`src/rtl/db_level_filter.sv`:
```
// ---------------------------------------------------------------------------
// db_level_filter
//   Debounce and synchronise stage feeding the dual edge detector. A raw
//   asynchronous switch input is brought into the clk domain through a
//   two-flop synchroniser. The debounced 'level' changes only after the
//   synchronised input has been stable for DB_TICKS cycles. Transitions that
//   are abandoned before they qualify are flagged and counted for diagnostics.
//
// Parameters
//   CNT_W      width of the stability counter
//   DB_TICKS   stable cycles required before level changes (1 .. 2**CNT_W-1)
//
// Ports
//   clk         in   system clock, all logic on posedge
//   reset_n     in   asynchronous active-low reset
//   sw          in   raw asynchronous switch input
//   level       out  debounced level (registered)
//   busy        out  high while a transition is being qualified
//   bounce      out  one-cycle pulse after a pending transition is aborted
//   bounce_cnt  out  saturating count of aborted transitions
// ---------------------------------------------------------------------------
module db_level_filter #(
  parameter int CNT_W    = 20,
  parameter int DB_TICKS = 1_000_000
) (
  input  logic       clk,
  input  logic       reset_n,
  input  logic       sw,
  output logic       level,
  output logic       busy,
  output logic       bounce,
  output logic [7:0] bounce_cnt
);

  typedef enum logic [1:0] {
    ZERO  = 2'b00,
    WAIT1 = 2'b01,
    ONE   = 2'b10,
    WAIT0 = 2'b11
  } state_t;

  localparam logic [CNT_W-1:0] LAST_CNT = CNT_W'(DB_TICKS - 1);

  // Saturating 8-bit increment for the abort counter.
  function automatic logic [7:0] sat_inc8(input logic [7:0] v);
    if (v == 8'hFF) begin
      return v;
    end else begin
      return v + 8'd1;
    end
  endfunction

  logic             s1_r;
  logic             s2_r;
  state_t           state_r;
  state_t           state_nxt_s;
  logic [CNT_W-1:0] cnt_r;
  logic [CNT_W-1:0] cnt_nxt_s;
  logic             abort_s;
  logic             level_r;
  logic             busy_r;
  logic             bounce_r;
  logic [7:0]       bounce_cnt_r;

  // Two-flop synchroniser; s2_r is the only consumer-visible copy of sw.
  always_ff @(posedge clk or negedge reset_n) begin
    if (!reset_n) begin
      s1_r <= 1'b0;
      s2_r <= 1'b0;
    end else begin
      s1_r <= sw;
      s2_r <= s1_r;
    end
  end

  // Next-state logic; the input is checked before the counter so an abort
  // always wins over a completion landing on the same cycle.
  always_comb begin
    state_nxt_s = state_r;
    cnt_nxt_s   = cnt_r;
    abort_s     = 1'b0;
    case (state_r)
      ZERO: begin
        if (s2_r) begin
          state_nxt_s = WAIT1;
          cnt_nxt_s   = '0;
        end else begin
          state_nxt_s = ZERO;
        end
      end
      WAIT1: begin
        if (!s2_r) begin
          state_nxt_s = ZERO;
          abort_s     = 1'b1;
        end else if (cnt_r == LAST_CNT) begin
          state_nxt_s = ONE;
        end else begin
          cnt_nxt_s = cnt_r + CNT_W'(1);
        end
      end
      ONE: begin
        if (!s2_r) begin
          state_nxt_s = WAIT0;
          cnt_nxt_s   = '0;
        end else begin
          state_nxt_s = ONE;
        end
      end
      WAIT0: begin
        if (s2_r) begin
          state_nxt_s = ONE;
          abort_s     = 1'b1;
        end else if (cnt_r == LAST_CNT) begin
          state_nxt_s = ZERO;
        end else begin
          cnt_nxt_s = cnt_r + CNT_W'(1);
        end
      end
      default: begin
        state_nxt_s = ZERO;
        cnt_nxt_s   = '0;
      end
    endcase
  end

  // State, counter and registered outputs; level/busy are registered copies
  // of the decode of the state being entered, so they track state_r exactly.
  always_ff @(posedge clk or negedge reset_n) begin
    if (!reset_n) begin
      state_r      <= ZERO;
      cnt_r        <= '0;
      level_r      <= 1'b0;
      busy_r       <= 1'b0;
      bounce_r     <= 1'b0;
      bounce_cnt_r <= 8'd0;
    end else begin
      state_r  <= state_nxt_s;
      cnt_r    <= cnt_nxt_s;
      level_r  <= (state_nxt_s == ONE) || (state_nxt_s == WAIT0);
      busy_r   <= (state_nxt_s == WAIT1) || (state_nxt_s == WAIT0);
      bounce_r <= abort_s;
      if (abort_s) begin
        bounce_cnt_r <= sat_inc8(bounce_cnt_r);
      end else begin
        bounce_cnt_r <= bounce_cnt_r;
      end
    end
  end

  assign level      = level_r;
  assign busy       = busy_r;
  assign bounce     = bounce_r;
  assign bounce_cnt = bounce_cnt_r;

endmodule

```
`config.mk`:
```
export PLATFORM = sky130hd
export DESIGN_NAME = db_level_filter
export DESIGN_NICKNAME = d
export VERILOG_FILES = /design/src/rtl/db_level_filter.sv
export SDC_FILE = /design/constraint.sdc
export NUM_CORES = 1
export LEC_CHECK = 0
export CORE_MARGIN = 4
export CORE_UTILIZATION = 57
export CTS_BUF_LIST = sky130_fd_sc_hd__clkbuf_16
export CTS_CLUSTER_DIAMETER = 30
export DETAILED_ROUTE_END_ITERATION = 8
export HOLD_SLACK_MARGIN = 0.06
export PLACE_DENSITY = 0.89
export SLEW_MARGIN = 20
export SYNTH_ARGS = -nofsm -noshare
export SYNTH_HDL_FRONTEND = slang
export SYNTH_SLANG_ARGS = --single-unit
```
`constraint.sdc`:
```
create_clock -name clk -period 2.19 [get_ports clk]
set_clock_uncertainty 0.05 [all_clocks]
set_input_delay 0.657 -clock clk [delete_from_list [all_inputs] [get_ports clk]]
set_output_delay 0.657 -clock clk [all_outputs]
set_load 0.01 [all_outputs]
```
==> results.toml <==
[floorplan]
die_area_um2 = 4020
die_height_um = 63.4
design.core.area_um2 = 2850
die-width_um = 63.4
pin_count = 14
placementRows = 19
initial_utilization_pct = 61.3

[critical_path]
rr_startpoint = "cnt_r[0]"
cp-end-kind = "primary output"
category_of_cells_accounting_for_the_largest_share_of_critical_path_delay = "buffers and inverters"
critical_path.n_buffers_inverters = 1
timing.setup.critical_path_class = "reg2out"
ff2ff_path_depth = 7
r2r-end = "cnt_r[16]"
critical_path_cell_list = "clkdlybuf4s50_1"
cpPeakStageDelay_ns = 0.58
path_max_fanout = 4
cp-start-kind = "register"
critPathArrivalTime_ns = 1.30
worst_path_max_delay_cell = "sky130_fd_sc_hd__clkdlybuf4s50_1"
reg2reg_setup_slack_ns = 0.21
crit_required_ns = 1.48

[synthesis]
seq_area_frac_synth_pct = 48.7
syn_nets = 178
synthArstFlopShare_pct = 100
post_synth_fa_ha_maj_area_fraction_pct = 1.43
synth_register_bits = 34
post_synth_and_or_nand_nor_area_fraction_pct = 23.7
complex_gate_fraction_of_the_synthesized_area_pct = 17.0
syn-mean-instance-area_um2 = 10.1
synth.yosys.warnings = 0
synth_top_flop_cell = "sky130_fd_sc_hd__dfrtp_1"
synthCells = 173
main_combinational_cell_family_by_area_after_synthesis = "simple AND/OR/NAND/NOR gates"
number_of_distinct_library_cell_variants_in_the_gate_level_netlist_after_synthesis = 48
edff_count_synth = 0
syn-cell-area_um2 = 1750
yosys-mux-area-fraction_pct = 1.29
synth_xor_xnor_area_share_pct = 4.44

[clocking]
clkTransAtPathRegs_ns = 0.05
cts_num_sinks = 34
postCtsSetupBuffers = 0
numCtsBuffers = 5
htree_levels = 2
clock_latency_ns = 0.28
tritoncts = "built"
cts-root-buf = "sky130_fd_sc_hd__clkbuf_16"
max_buffers_root_to_sink = 2
ctsResizeCount = 0
cts_hold_buf = 0

[route]
num_vias = 1488
drcViolationCount = 0
wire_per_inst_um = 18.0
drt-total-wl_um = 4040
avgViaCountPerCell = 6.64
antenna_violating_nets_post_route = 0
drt_pre_antenna_iters = 4
drtIter0Drc = 110

[sta]
relSlewSlack_pct = 67.6
min_period_ns = 2.00
setup_violations = 0
share_of_the_cycle_needed_by_the_critical_path_after_routing_pct = 91.5
fmax_mhz = 499
final-hold-violation-count = 0
tightestPinTransition_ns = 0.487
totalNegativeSetupSlack_ns = 0
grt_setup_unrepaired = "false"
finalMaxSlewViolations = 0

[power]
p_per_area_nw_per_um2 = 892
max-vdd-ir-drop_uv = 878
leakage_nw = 0.924

[hold_path]
hold_path.startpoint = "s1_r"
worstHoldEndpoint = "s2_r"
hold_depth = 0
worst_hold_path_type = "reg2reg"

[run_status]
run_status = "completed"

[global_routing]
grt_first_pass_wirelength_um = 7070
met1_usage_grt_pct = 30.0
grt_util_met2_pct = 34.7
grt_max_degree = 35
track_usage_pct = 22.7
grt_pass1_vias = 1465
antenna_found_initial = 0
most_crowded_layer_after_global_routing = "met2"
grt_overflow_total = 0
grt.met3_usage_pct = 6.57

[place]
dp_hpwl_um = 2740
placement.io_buffers = 13
gp_congestion = 0.899
place_inst = 216

[final_layout]
final_cell_count_no_fill = 224
area_growth_syn_to_layout_pct = 18.3
fill_cell_count = 188
finalCoreUtilization_pct = 72.5
design.final.nets = 197
layout-drive-gt1-share_pct = 14.5
num_antenna_cells = 0

[flow_run]
cap_viol_max_count = 0
==> how the worst max path moves through the flow <==
stage                     depth (start not counted)  slack, ns       endpoint          start
after floorplan                                   6       0.42  bounce_cnt[5]  bounce_cnt[0]
after global placement                            6       0.42  bounce_cnt[7]  bounce_cnt[0]
after detailed placement                          7       0.25      cnt_r[16]       cnt_r[0]
after CTS                                         1       0.19  bounce_cnt[4]  bounce_cnt[4]
after global routing                              7       0.07      cnt_r[15]       cnt_r[0]
final                                             1       0.19  bounce_cnt[7]  bounce_cnt[7]
==> cells in the mapped netlist (3+ instances only) <==
master,count,share of area [%]
sky130_fd_sc_hd__inv_1,4,0.86
sky130_fd_sc_hd__and3_1,8,2.9
sky130_fd_sc_hd__nor2_1,7,1.5
sky130_fd_sc_hd__xnor2_1,5,2.5
sky130_fd_sc_hd__nand4_1,4,1.4
sky130_fd_sc_hd__o31ai_1,5,2.1
sky130_fd_sc_hd__nor3_1,4,1.1
sky130_fd_sc_hd__o21ai_1,10,2.9
sky130_fd_sc_hd__nand3_1,8,2.3
sky130_fd_sc_hd__dfrtp_1,34,49
sky130_fd_sc_hd__a31oi_1,4,1.4
sky130_fd_sc_hd__o21ai_0,11,3.1
sky130_fd_sc_hd__buf_6,3,1.9
sky130_fd_sc_hd__a21oi_1,4,1.1
sky130_fd_sc_hd__nand2_1,23,4.9
==> layout make-up <==
class / instances / area [µm²] / area share [%]
timing repair buffer: 17 / 160 / 7.75
clock buffer: 5 / 125 / 6.05
clock inverter: 3 / 37.5 / 1.82
inverter: 5 / 18.8 / 0.908
multi-input combinational: 129 / 836 / 40.4
sequential: 34 / 851 / 41.2
tap: 31 / 38.8 / 1.88
==> placed cells by master (no fill, tap or decap), drive strengths merged, types with 2 or more instances in the layout <==
cell,instances
o21ai,22
ha,2
nand4,6
clkdlybuf4s50,13
nor4b,2
nor4,2
xnor2,5
nor2,8
dfrtp,34
a21o,2
and4,2
o31ai,5
nand3,9
xor2,3
nor3,5
a31oi,4
buf,4
a211o,2
mux2,2
or3,2
clkbuf,5
a21oi,5
inv,7
nand2,24
and3,9
==> power by group <==
group	switching (mW)	internal (mW)
Clock	0.244	0.527
Sequential	0.0818	0.692
Combinational	0.136	0.162
Total	0.462	1.38
==> registers in the layout, summed over array words and instances (netlist names) <==
signal and count:
s1_r 1, busy 1, bounce_cnt 8, s2_r 1
cnt_r 20, state_r 1, level 1, bounce 1
==> cells by family after synthesis <==
kind of cell    after synthesis
buf+inv                      10
compound gates               45
fa+ha+maj                     2
simple gates                 72
flops                        34
mux                           2
xor+xnor                      8
==> metrics by stage <==
step | hold WS (ns) | setup slack, ns | power (mW) | cell area, µm²
floorplan | 0.281 | 0.417 | 0.901 | 1750
global placement | 0.295 | 0.420 | 1.05 | 1900
detailed placement | 0.301 | 0.254 | 1.07 | 1900
CTS | 0.322 | 0.188 | 1.85 | 2070
global route | 0.332 | 0.0690 | 1.93 | 2070
finish | 0.316 | 0.186 | 1.84 | 2070
==> layer usage <==
| metal | wire, µm | vias up | part of all wire [%] |
|---|---|---|---|
| li1 | - | 673 | - |
| met1 | 1810 | 729 | 45 |
| met2 | 1850 | 74 | 46 |
| met3 | 273 | 12 | 6.8 |
| met4 | 95 | 0 | 2.4 |
| met5 | 0 | - | 0 |
(Power assumes the default switching activity.)
